<file path="src/rtl/vliw_spi_target_if.sv">
// Bundles the SPI pins and host-side TX/RX handshake of vliw_spi_target.
// master = initiator/host side, slave = the target itself.
`timescale 1ns/1ps
interface vliw_spi_target_if;
    logic       SCLK;
    logic       CS_n;
    logic       DI;
    logic       DO;
    logic [7:0] tx_data;
    logic       tx_load;
    logic       tx_ready;
    logic [7:0] rx_data;
    logic       rx_valid;
    logic       rx_pop;
    logic       overrun;
    logic       overrun_clr;
    logic       selected;

    modport master (
        output SCLK, CS_n, DI, tx_data, tx_load, rx_pop, overrun_clr,
        input  DO, tx_ready, rx_data, rx_valid, overrun, selected
    );

    modport slave (
        input  SCLK, CS_n, DI, tx_data, tx_load, rx_pop, overrun_clr,
        output DO, tx_ready, rx_data, rx_valid, overrun, selected
    );
endinterface

</file>
<file path="src/rtl/vliw_spi_target.sv">
// SPI mode-0 target, 8-bit MSB-first frames, pins oversampled in the clk domain.
// Define VLIW_SPI_TARGET_RXFIFO_EN for a 4-entry receive FIFO instead of one holding register.
`timescale 1ns/1ps
module vliw_spi_target (
    input  logic                    clk,
    input  logic                    rst_n,
    vliw_spi_target_if.slave        bus
);
    typedef enum logic {S_IDLE, S_SHIFT} state_t;

    state_t     r_state, w_state_nxt;
    logic       r_sclk_s1, r_sclk_s2, r_sclk_h;
    logic       r_cs_s1, r_cs_s2, r_cs_h;
    logic       r_di_s1, r_di_s2;
    logic       w_sclk_rise, w_sclk_fall, w_cs_fall, w_cs_rise;

    logic [6:0] r_shift_in, w_shift_in_nxt;
    logic [7:0] r_shift_out, w_shift_out_nxt;
    logic [2:0] r_bit_cnt, w_bit_cnt_nxt;
    logic       r_byte_done, w_byte_done_nxt;

    logic [7:0] r_tx_hold;
    logic       r_tx_full;
    logic [7:0] w_tx_next;
    logic       w_tx_take;

    logic       w_push, w_push_ok, w_drop, w_pop, w_full, w_rx_valid;
    logic [7:0] w_push_data, w_rx_data;
    logic       r_overrun;

    // CS_n sync flops reset high so the target comes up deselected
    always_ff @(posedge clk or negedge rst_n) begin
        if (!rst_n) begin
            r_sclk_s1 <= 1'b0; r_sclk_s2 <= 1'b0; r_sclk_h <= 1'b0;
            r_cs_s1   <= 1'b1; r_cs_s2   <= 1'b1; r_cs_h   <= 1'b1;
            r_di_s1   <= 1'b0; r_di_s2   <= 1'b0;
        end else begin
            r_sclk_s1 <= bus.SCLK; r_sclk_s2 <= r_sclk_s1; r_sclk_h <= r_sclk_s2;
            r_cs_s1   <= bus.CS_n; r_cs_s2   <= r_cs_s1;   r_cs_h   <= r_cs_s2;
            r_di_s1   <= bus.DI;   r_di_s2   <= r_di_s1;
        end
    end

    assign w_sclk_rise = r_sclk_s2 & ~r_sclk_h;
    assign w_sclk_fall = ~r_sclk_s2 & r_sclk_h;
    assign w_cs_fall   = ~r_cs_s2 & r_cs_h;
    assign w_cs_rise   = r_cs_s2 & ~r_cs_h;

    always_ff @(posedge clk or negedge rst_n) begin
        if (!rst_n) begin
            r_state     <= S_IDLE;
            r_shift_in  <= 7'h00;
            r_shift_out <= 8'h00;
            r_bit_cnt   <= 3'd0;
            r_byte_done <= 1'b0;
        end else begin
            r_state     <= w_state_nxt;
            r_shift_in  <= w_shift_in_nxt;
            r_shift_out <= w_shift_out_nxt;
            r_bit_cnt   <= w_bit_cnt_nxt;
            r_byte_done <= w_byte_done_nxt;
        end
    end

    always_comb begin
        w_state_nxt     = r_state;
        w_shift_in_nxt  = r_shift_in;
        w_shift_out_nxt = r_shift_out;
        w_bit_cnt_nxt   = r_bit_cnt;
        w_byte_done_nxt = r_byte_done;
        w_tx_take       = 1'b0;
        w_push          = 1'b0;
        w_push_data     = {r_shift_in, r_di_s2};
        w_tx_next       = r_tx_full ? r_tx_hold : 8'h00;
        unique case (r_state)
            S_IDLE: begin
                if (w_cs_fall) begin
                    w_state_nxt     = S_SHIFT;
                    w_shift_out_nxt = w_tx_next;
                    w_tx_take       = r_tx_full;
                    w_bit_cnt_nxt   = 3'd0;
                    w_byte_done_nxt = 1'b0;
                end
            end
            S_SHIFT: begin
                if (w_cs_rise) begin
                    // a partial byte is simply abandoned
                    w_state_nxt     = S_IDLE;
                    w_bit_cnt_nxt   = 3'd0;
                    w_byte_done_nxt = 1'b0;
                end else if (w_sclk_rise) begin
                    w_shift_in_nxt = w_push_data[6:0];
                    w_bit_cnt_nxt  = r_bit_cnt + 3'd1;
                    if (r_bit_cnt == 3'd7) begin
                        w_push          = 1'b1;
                        w_byte_done_nxt = 1'b1;
                    end
                end else if (w_sclk_fall) begin
                    // the falling edge after a byte's last bit fetches the next TX byte
                    if (r_byte_done) begin
                        w_shift_out_nxt = w_tx_next;
                        w_tx_take       = r_tx_full;
                        w_byte_done_nxt = 1'b0;
                    end else begin
                        w_shift_out_nxt = {r_shift_out[6:0], 1'b0};
                    end
                end
            end
            default: w_state_nxt = S_IDLE;
        endcase
    end

    // take and load are exclusive: take needs full, load needs empty
    always_ff @(posedge clk or negedge rst_n) begin
        if (!rst_n) begin
            r_tx_hold <= 8'h00;
            r_tx_full <= 1'b0;
        end else if (w_tx_take) begin
            r_tx_full <= 1'b0;
        end else if (bus.tx_load && !r_tx_full) begin
            r_tx_hold <= bus.tx_data;
            r_tx_full <= 1'b1;
        end
    end

    assign w_pop     = bus.rx_pop & w_rx_valid;
    assign w_push_ok = w_push & (~w_full | w_pop);
    assign w_drop    = w_push & w_full & ~w_pop;

`ifdef VLIW_SPI_TARGET_RXFIFO_EN
    logic [7:0] r_mem [4];
    logic [1:0] r_wp, r_rp;
    logic [2:0] r_cnt;

    assign w_full     = (r_cnt == 3'd4);
    assign w_rx_valid = (r_cnt != 3'd0);
    assign w_rx_data  = r_mem[r_rp];

    always_ff @(posedge clk or negedge rst_n) begin
        if (!rst_n) begin
            for (int i = 0; i < 4; i++) r_mem[i] <= 8'h00;
            r_wp  <= 2'd0;
            r_rp  <= 2'd0;
            r_cnt <= 3'd0;
        end else begin
            if (w_push_ok) begin
                r_mem[r_wp] <= w_push_data;
                r_wp        <= r_wp + 2'd1;
            end
            if (w_pop) r_rp <= r_rp + 2'd1;
            case ({w_push_ok, w_pop})
                2'b10:   r_cnt <= r_cnt + 3'd1;
                2'b01:   r_cnt <= r_cnt - 3'd1;
                default: r_cnt <= r_cnt;
            endcase
        end
    end
`else
    logic [7:0] r_rx_data;
    logic       r_rx_valid;

    assign w_full     = r_rx_valid;
    assign w_rx_valid = r_rx_valid;
    assign w_rx_data  = r_rx_data;

    always_ff @(posedge clk or negedge rst_n) begin
        if (!rst_n) begin
            r_rx_data  <= 8'h00;
            r_rx_valid <= 1'b0;
        end else if (w_push_ok) begin
            r_rx_data  <= w_push_data;
            r_rx_valid <= 1'b1;
        end else if (w_pop) begin
            r_rx_valid <= 1'b0;
        end
    end
`endif

    // a drop in the same cycle as a clear leaves the flag set
    always_ff @(posedge clk or negedge rst_n) begin
        if (!rst_n)               r_overrun <= 1'b0;
        else if (w_drop)          r_overrun <= 1'b1;
        else if (bus.overrun_clr) r_overrun <= 1'b0;
    end

    assign bus.DO       = (r_state == S_SHIFT) & r_shift_out[7];
    assign bus.tx_ready = ~r_tx_full;
    assign bus.rx_data  = w_rx_data;
    assign bus.rx_valid = w_rx_valid;
    assign bus.overrun  = r_overrun;
    assign bus.selected = ~r_cs_s2;
endmodule

</file>
<file path="src/flat_wrapper.sv">
// flat-port wrapper written by rule: the top's interface ports become plain ports
module vliw_spi_target_flat 
  (clk, rst_n, bus_SCLK, bus_CS_n, bus_DI, bus_tx_data, bus_tx_load, bus_rx_pop, bus_overrun_clr, bus_DO, bus_tx_ready, bus_rx_data, bus_rx_valid, bus_overrun, bus_selected);
  vliw_spi_target_if bus_i ();
  input  logic clk;
  input  logic rst_n;
  input wire logic [$bits(bus_i.SCLK)-1:0] bus_SCLK;
  input wire logic [$bits(bus_i.CS_n)-1:0] bus_CS_n;
  input wire logic [$bits(bus_i.DI)-1:0] bus_DI;
  input wire logic [$bits(bus_i.tx_data)-1:0] bus_tx_data;
  input wire logic [$bits(bus_i.tx_load)-1:0] bus_tx_load;
  input wire logic [$bits(bus_i.rx_pop)-1:0] bus_rx_pop;
  input wire logic [$bits(bus_i.overrun_clr)-1:0] bus_overrun_clr;
  output wire logic [$bits(bus_i.DO)-1:0] bus_DO;
  output wire logic [$bits(bus_i.tx_ready)-1:0] bus_tx_ready;
  output wire logic [$bits(bus_i.rx_data)-1:0] bus_rx_data;
  output wire logic [$bits(bus_i.rx_valid)-1:0] bus_rx_valid;
  output wire logic [$bits(bus_i.overrun)-1:0] bus_overrun;
  output wire logic [$bits(bus_i.selected)-1:0] bus_selected;
  assign bus_i.SCLK = bus_SCLK;
  assign bus_i.CS_n = bus_CS_n;
  assign bus_i.DI = bus_DI;
  assign bus_i.tx_data = bus_tx_data;
  assign bus_i.tx_load = bus_tx_load;
  assign bus_i.rx_pop = bus_rx_pop;
  assign bus_i.overrun_clr = bus_overrun_clr;
  assign bus_DO = bus_i.DO;
  assign bus_tx_ready = bus_i.tx_ready;
  assign bus_rx_data = bus_i.rx_data;
  assign bus_rx_valid = bus_i.rx_valid;
  assign bus_overrun = bus_i.overrun;
  assign bus_selected = bus_i.selected;
  vliw_spi_target u_core (.clk(clk), .rst_n(rst_n), .bus(bus_i));
endmodule
</file>
<file path="config.mk">
export PLATFORM = sky130hd
export DESIGN_NAME = vliw_spi_target_flat
export DESIGN_NICKNAME = d
export VERILOG_FILES = /design/src/rtl/vliw_spi_target_if.sv /design/src/rtl/vliw_spi_target.sv /design/src/flat_wrapper.sv
export SDC_FILE = /design/constraint.sdc
export NUM_CORES = 1
export LEC_CHECK = 0
export CORE_MARGIN = 2
export CORE_UTILIZATION = 50
export DETAILED_ROUTE_END_ITERATION = 10
export GPL_ROUTABILITY_DRIVEN = 1
export PLACE_DENSITY = 0.78
export SYNTH_ARGS = -nofsm -noshare
export SYNTH_HDL_FRONTEND = slang
export SYNTH_SLANG_ARGS = --single-unit
</file>
<file path="constraint.sdc">
create_clock -name clk -period 3.11 [get_ports clk]
set_clock_uncertainty 0.05 [all_clocks]
set_input_delay 0.622 -clock clk [delete_from_list [all_inputs] [get_ports clk]]
set_output_delay 0.622 -clock clk [all_outputs]
set_load 0.1 [all_outputs]
</file>
### Word-level counts from Yosys, hierarchy flattened

Index checks and enable logic that the tools add are counted.

* divide/modulo/power cells: 0
* shift-type cells: 0
* reduce and logical (&&, ||, !) cells: 10
* $mul: 0
* magnitude comparators: 0
* add/subtract/negate cells: 1
* equality and inequality tests: 8
* bitwise logic cells: 20
* mux-type cells: 36

Operators by type and width (count)
* 8-bit 2-to-1 mux: 6
* 1-bit 2-to-1 mux: 22
* 8-bit one-hot mux with 2 select lines: 1
* 1-bit inverter: 10
* 1-bit AND: 9
* 3-bit 2-to-1 mux: 3
* 4-bit != test (second input constant): 2
* 2-bit != test (second input constant): 3
* 1-bit one-hot mux with 2 select lines: 3
* 3-bit one-hot mux with 2 select lines: 1
* 3-bit AND reduction: 2
* 2-bit nonzero test: 3
* 2-bit AND reduction: 2
* 4-bit AND reduction: 1
* 3-bit by 1-bit adder with 3-bit output (second input constant): 1
* 3-bit equality test (second input constant): 1
* 3-bit != test (second input constant): 1
* 2-bit by 1-bit != test with 1-bit output (second input constant): 1
* 1-bit logical AND: 1
* 1-bit zero test: 1
* 1-bit bitwise OR: 1

* output and inout bits: 13
* memory bits (writable): 0
* input bits: 16
* memories: 0
* latch bits: 0
* word-level logic and storage cells: 93
* register bits: 47
* memory bits (read-only): 0

### Depth between registers and ports, before layout

Gate-level depths: netlist of the first run.

* word-level depth: 8
* depth in mapped cells: 5

### Worst setup path before layout of the first run

No wires, ideal clock.

* kind: register to output
* from: reg u_core.r_state
* to: out bus_DO
* arrival: 1494 ps
* required time: 2438 ps
* slack: 944 ps
* stages on the path, launching flop included: 4
* cells stage by stage: dfrtp_1 > buf_2 > buf_2 > and2_1

* cells in the longest elaborated chain, start to end: 1

RTL lines
* start: declaration: line vliw_spi_target.sv:11 `state_t r_state, w_state_nxt;`
* start signal: assignment: line vliw_spi_target.sv:57 `r_state <= w_state_nxt;`
* 1-bit AND: line vliw_spi_target.sv:186 `assign bus.DO = (r_state == S_SHIFT) & r_shift_out[7];`
* end: declaration: line flat_wrapper.sv:14 `output wire logic [$bits(bus_i.DO)-1:0] bus_DO;`

Every way passes these cells.

### Worst setup path in the final report of the first run

Ends and elaborated chain as after synthesis.

==> impl_metrics.tcl, run 1 <==
set metrics [dict create \
    status "complete, no violations" \
    detail-route-antenna-nets 0 \
    dr_total_vias 1167 \
    die_x_um 66.90 \
    insertion_delay_ns 0.29 \
    dieHeight_um 66.90 \
    cpMaxStageDelayCell "dfrtp_1" \
    cp_num_buf_inv 1 \
    diodes 0 \
    setup_viol 0 \
    synth_top_area_share_pct 55.66 \
    worst_pin_slew_ns 0.9836 \
    post_cts_resized 0 \
    first_pass_iters 4 \
    post_cts_buffers 0 \
    htree_levels 2 \
    syn_area_sq_mm 0.001978 \
    crit_arrival_ns 1.57 \
    grtUsageMet3_pct 3.716 \
    routabilityCongestion 0.7254 \
    cp_data_required_time_ns 2.44 \
    cts_tree "done" \
    fmax_ghz 0.4453 \
    grt.overflow.total 0 \
    clockBufferDepth 2 \
    yosysUniqueCellTypes 32 \
    start_util_pct 52.84 \
    first_iter_violations 68 \
    synth_warnings 0 \
    drc 0 \
    port_buffers 28 \
    cts_root_buf "clkbuf_8" \
    hold_viol 0 \
    finalCritPeriodShare_pct 72.20 \
    hold_class "flip-flop to flip-flop" \
    post_synth_main_area_contributors "dfrtp_1 (56%), mux2_2 (14%), mux2_4 (5.3%), dfstp_2 (4.0%), nand3b_1 (2.7%)" \
    rows 22 \
    cts_buffers 5 \
    wirelength_mm 3.219 \
    maxCapViolCount 0 \
    synth_common_cells "dfrtp_1 (44), mux2_2 (24), nand2_1 (10)" \
    top_usage_layer "met2" \
    slew_viol_final 0 \
    yosysMostFrequentCell "dfrtp_1" \
    antenna_found_initial 0 \
    cpLargestDelayFamily "flip-flops" \
    ios 29 \
    post_synth_fa_ha_maj_area_fraction_pct 1.265 \
    crit_path_max_incr_delay_ns 0.77 \
    synth_top_area_cell "dfrtp_1" \
    synth_edf_count 0 \
    place_area_sq_mm 0.002240 \
    crit_path_max_fanout 21 \
    yosys.area_share.simple_pct 11.07 \
    final_area_sq_mm 0.002352 \
    endpoint_kind "output port" \
    syn-num-nets 160 \
    yosys-mux-area-fraction_pct 18.98 \
    ys_seq_elements 47 \
    rsz0062_at_grt "no" \
    crit_type "flip-flop to output port" \
    grt_use_met1_pct 23.44 \
    via_per_inst 5.305 \
    gr-usage-all-layers_pct 16.86 \
    cp_cell_sequence "and2_1 -> buf_4" \
    synth_top_family_by_area "multiplexers" \
    finalNetCount 189 \
    place_hpwl_mm 2.184 \
    avgRoutedWirePerCell_um 14.63 \
    numClockSinks 47 \
    grt_pass1_wl_mm 5.540 \
    start_kind "flip-flop" \
    fin_setup_tns_ns 0 \
    synthArstFlopShare_pct 100.0 \
    syn_inst 142 \
    ctsHoldBuffers 0 \
    drive_gt1_share_pct 36.05 \
    synth_xor_area_share_pct 0 \
    synth_compound_area_share_pct 6.199 \
    vdd_ir_drop_max_uv 388.6 \
    setup_ws_ns 0.8645 \
    pre_cts_ws_ns 0.8569 \
    powerDensity_mw_per_mm2 741.4 \
    dieArea_sq_mm 0.004476 \
    coreArea_sq_mm 0.003744 \
    clk_pin_slew_worst_paths_ns 0.09 \
    synth_ff_type "dfrtp_1" \
    met2_usage_pct 24.88 \
    area_delta_synth_final_pct 18.91 \
    grt_pass1_vias 1180 \
    grt_max_degree 48 \
    p_leak_nw 1.099 \
    slew_headroom_pct 34.43 \
    fin_crit_ns 2.246 \
    yosysSeqAreaShare_pct 59.65 \
    postSynthAreaPerCell_sq_um 13.93 \
]
cell type report:
type | instances | area (sq um)
fill | 312 | 1391
sequential | 47 | 1180
multi-input combinational | 85 | 742.0
timing repair buffer | 28 | 242.7
clock buffer | 5 | 68.82
tap | 48 | 60.06
clock inverter | 3 | 43.79
inverter | 4 | 15.01
cells in the final DEF (no fill, tap or decap), types with 2 or more instances in the layout:
master           netlist  routed
clkbuf_8               0       5
nor2b_1                4       4
clkdlybuf4s50_1        0      14
ha_1                   2       2
nand2b_1               2       2
o21ai_0                9       9
a32o_1                 2       2
mux2_2                24      24
a31o_2                 2       2
mux2_4                 7       7
inv_1                  4       4
buf_4                  0      13
nand3b_1               7       7
nand2_1               10      10
dfrtp_1               44      44
dfstp_2                3       3
routing by layer:
| metal | up-vias | wire length [um] |
|---|---|---|
| met1 | 580 | 1523 |
| met2 | 26 | 1508 |
| met5 | - | 0 |
| met3 | 6 | 140 |
| li1 | 555 | - |
| met4 | 0 | 47 |
stage by stage:
| step | hold WS, ns | total power, mW | utilization, % | std cells |
|---|---|---|---|---|
| detailed placement | 0.2895 | 1.323 | 59.83 | 212 |
| floorplan | 0.2764 | 1.213 | - | 142 |
| CTS | 0.3101 | 1.761 | 62.83 | 220 |
| global route | 0.3170 | 1.843 | 62.83 | 220 |
| global placement | 0.2856 | 1.291 | 59.83 | 212 |
| finish | 0.3073 | 1.744 | 62.83 | 220 |
flip-flops by register name, indices dropped and copies added (netlist names):
name,count
u_core.bus.overrun,1
u_core.bus.rx_data,8
u_core.bus.rx_valid,1
u_core.r_bit_cnt,3
u_core.r_byte_done,1
u_core.r_cs_h,1
u_core.r_cs_s1,1
u_core.r_cs_s2,1
u_core.r_di_s1,1
u_core.r_di_s2,1
u_core.r_sclk_h,1
u_core.r_sclk_s1,1
u_core.r_sclk_s2,1
u_core.r_shift_in,7
u_core.r_shift_out,8
u_core.r_state,1
u_core.r_tx_full,1
u_core.r_tx_hold,8
where the power goes:
part           internal [mW]  switching, mW
Combinational          0.222          0.199
Clock                  0.239          0.198
Sequential             0.769          0.117
worst paths after layout:
| path | depth (start not counted) | start | slack, ns | endpoint |
|---|---|---|---|---|
| hold reg to reg | 0 | u_core.r_di_s1 | 0.31 | u_core.r_di_s2 |
| setup reg to reg | 3 | u_core.r_state | 1.24 | u_core.r_shift_out[0] |
| hold / removal | 0 | u_core.r_di_s1 | 0.31 | u_core.r_di_s2 |
| setup / recovery | 2 | u_core.r_state | 0.86 | bus_DO |
| min in group asynchronous | 1 | rst_n | 0.44 | u_core.r_shift_out[7] |
| max in group asynchronous | 1 | rst_n | 1.96 | u_core.r_tx_hold[0] |
cell families (layout without fill, tap and decap cells):
family | count (synthesis) | in the layout
buffers and inverters | 10 | 40
flip-flops | 47 | 47
AND/OR/NAND/NOR | 35 | 35
multiplexers | 31 | 31
adder cells (fa/ha/maj) | 2 | 2
AO/OA/AOI/OAI | 17 | 17
No activity file was read; power rests on OpenSTA's default activity.
==> inputs of run 2 (changes only) <==
- CORE_UTILIZATION: 50 -> 48
- PLACE_DENSITY: 0.78 -> 0.79
- clock period: 3.11 -> 1.89 ns (I/O delays scaled with it)
==> impl_metrics.tcl, run 2 (synthesis gave the netlist of run 1 again) <==
set metrics [dict create \
    switching_share_pct 29.78 \
    status "complete, no violations" \
    dieHeight_um 68.20 \
    seq_area_sq_mm 0.001180 \
    grt_pass1_vias 1265 \
    place_inst 219 \
    slew_viol_final 0 \
    post_cts_resized 0 \
    area_delta_synth_final_pct 29.73 \
    slew_headroom_pct 67.26 \
    multi_input_area_sq_um 743.2 \
    cts_root_buf "clkbuf_8" \
    total_power_mw 2.903 \
    place_area_sq_mm 0.002456 \
    cp_cell_sequence "buf_4 -> and2_2 -> buf_12" \
    p_int_mw 2.038 \
    rsz0062_at_grt "no" \
    cts_buffers 5 \
    drive_gt1_share_pct 37.64 \
    vdd_ir_drop_max_uv 841.7 \
    power_frac_comb_pct 27.7 \
    antenna_found_initial 0 \
    port_buffers 28 \
    cpMaxStageDelayCell "dfrtp_1" \
    rows 23 \
    final_common_cell "dfrtp_1" \
    dieArea_sq_mm 0.004651 \
    ios 29 \
    setup_viol 0 \
    crit_path_max_incr_delay_ns 0.48 \
    start_kind "flip-flop" \
    first_iter_violations 51 \
    powerDensity_mw_per_mm2 1131 \
    detail-route-antenna-nets 0 \
    cts_tree "done" \
    hold_viol 0 \
    first_pass_iters 4 \
    avgRoutedWirePerCell_um 16.05 \
    final_area_sq_mm 0.002566 \
    holdWs_ns 0.3020 \
    crit_type "flip-flop to output port" \
    clockBufferDepth 2 \
    crit_path_max_fanout 12 \
    start_util_pct 49.81 \
    drc 0 \
    insertion_delay_ns 0.30 \
    numClockSinks 47 \
    dr_total_vias 1207 \
    coreArea_sq_mm 0.003971 \
    cp_data_required_time_ns 1.46 \
    fin_setup_tns_ns 0 \
    die_x_um 68.20 \
    wirelength_mm 3.660 \
    p_leak_nw 1.165 \
    clk_pin_slew_worst_paths_ns 0.08 \
    worst_pin_slew_ns 0.4900 \
    final_cell_mix "dfrtp_1 (44), mux2_2 (24), clkdlybuf4s50_1 (14), buf_12 (14), nand2_1 (10)" \
    crit_arrival_ns 1.37 \
    htree_levels 2 \
    fillerInstances 292 \
    gr-usage-all-layers_pct 18.39 \
    maxCapViolCount 0 \
    diodes 0 \
    via_per_inst 5.294 \
    fmax_ghz 0.5569 \
    place_hpwl_mm 2.666 \
    hold_class "flip-flop to flip-flop" \
    finalCritPeriodShare_pct 95.02 \
    clockPowerShare_pct 22.1 \
    fin_crit_ns 1.796 \
    finalNonFillerCells 228 \
    grt_pass1_wl_mm 6.009 \
    grt_max_degree 29 \
    endpoint_kind "output port" \
    routabilityCongestion 0.7070 \
    pwr-share-seq_pct 50.2 \
    finalNetCount 195 \
    grt.overflow.total 0 \
    net-switching-power_uw 864.6 \
]
[run 2: cell count changes in the layout (fill, tap and decap cells not counted), sizes merged]
| cell | change |
|---|---|
| buf | +5 |
| clkbuf | +3 |
| clkinv | -2 |
| bufinv | -1 |
| dlygate4sd3 | +1 |
[run 2: repair_timing]
action	4_1_cts	5_1_grt
hold endpoints to repair	18	0
setup buffers	0	0
hold buffers	1	0
[run 2: worst max-delay path, delay by kind of cell, from the launching register on]
family | cells | cell delay, ns
DFF | 1 | 0.48
buffers and inverters | 2 | 0.40
and+or+nand+nor | 1 | 0.18
[run 2: metal layers]
metal	routed length (um)	global-route usage (%)	vias to the layer above	share of wire, %
met1	1460	20.98	602	40
li1	-	-	569	-
met5	0	0	-	0
met4	87	9.250	0	2.4
met2	1963	31.43	28	54
met3	148	5.263	8	4.0
[run 2: final timing paths]
path | cells after the start | start | slack, ns | endpoint
max | 3 | u_core.r_state | 0.09 | bus_DO
min | 0 | u_core.r_sclk_s1 | 0.30 | u_core.r_sclk_s2
max reg2reg | 5 | u_core.r_bit_cnt[0] | 0.10 | u_core.bus.rx_data[1]
min reg2reg | 0 | u_core.r_sclk_s1 | 0.30 | u_core.r_sclk_s2
max in group asynchronous | 3 | rst_n | 0.70 | u_core.r_cs_s1
min in group asynchronous | 2 | rst_n | 0.51 | u_core.r_tx_hold[6]
[run 2: final cells by class]
cell class	instances	share of cell area [%]
sequential	47	45.98
multi-input combinational	85	28.96
timing repair buffer	34	18.14
tap	50	2.438
clock buffer	8	3.901
inverter	4	0.5851
[run 2: through the flow]
step / setup WS, ns / utilization [%]
final: 0.09420 / 64.62
after global routing: 0.02720 / 64.62
after CTS: 0.1051 / 64.62
after detailed placement: 0.04922 / 61.85
after global placement: 0.1140 / 61.85
after floorplan: 0.03478 / -
[run 2: power groups by stage]
stage / Sequential, mW / Clock (mW) / Combinational [mW]
final: 1.46 / 0.642 / 0.805
after global placement: 1.45 / 0 / 0.765
after CTS: 1.45 / 0.661 / 0.814
after detailed placement: 1.47 / 0 / 0.808
after global routing: 1.49 / 0.694 / 0.870
after floorplan: 1.39 / 0 / 0.609
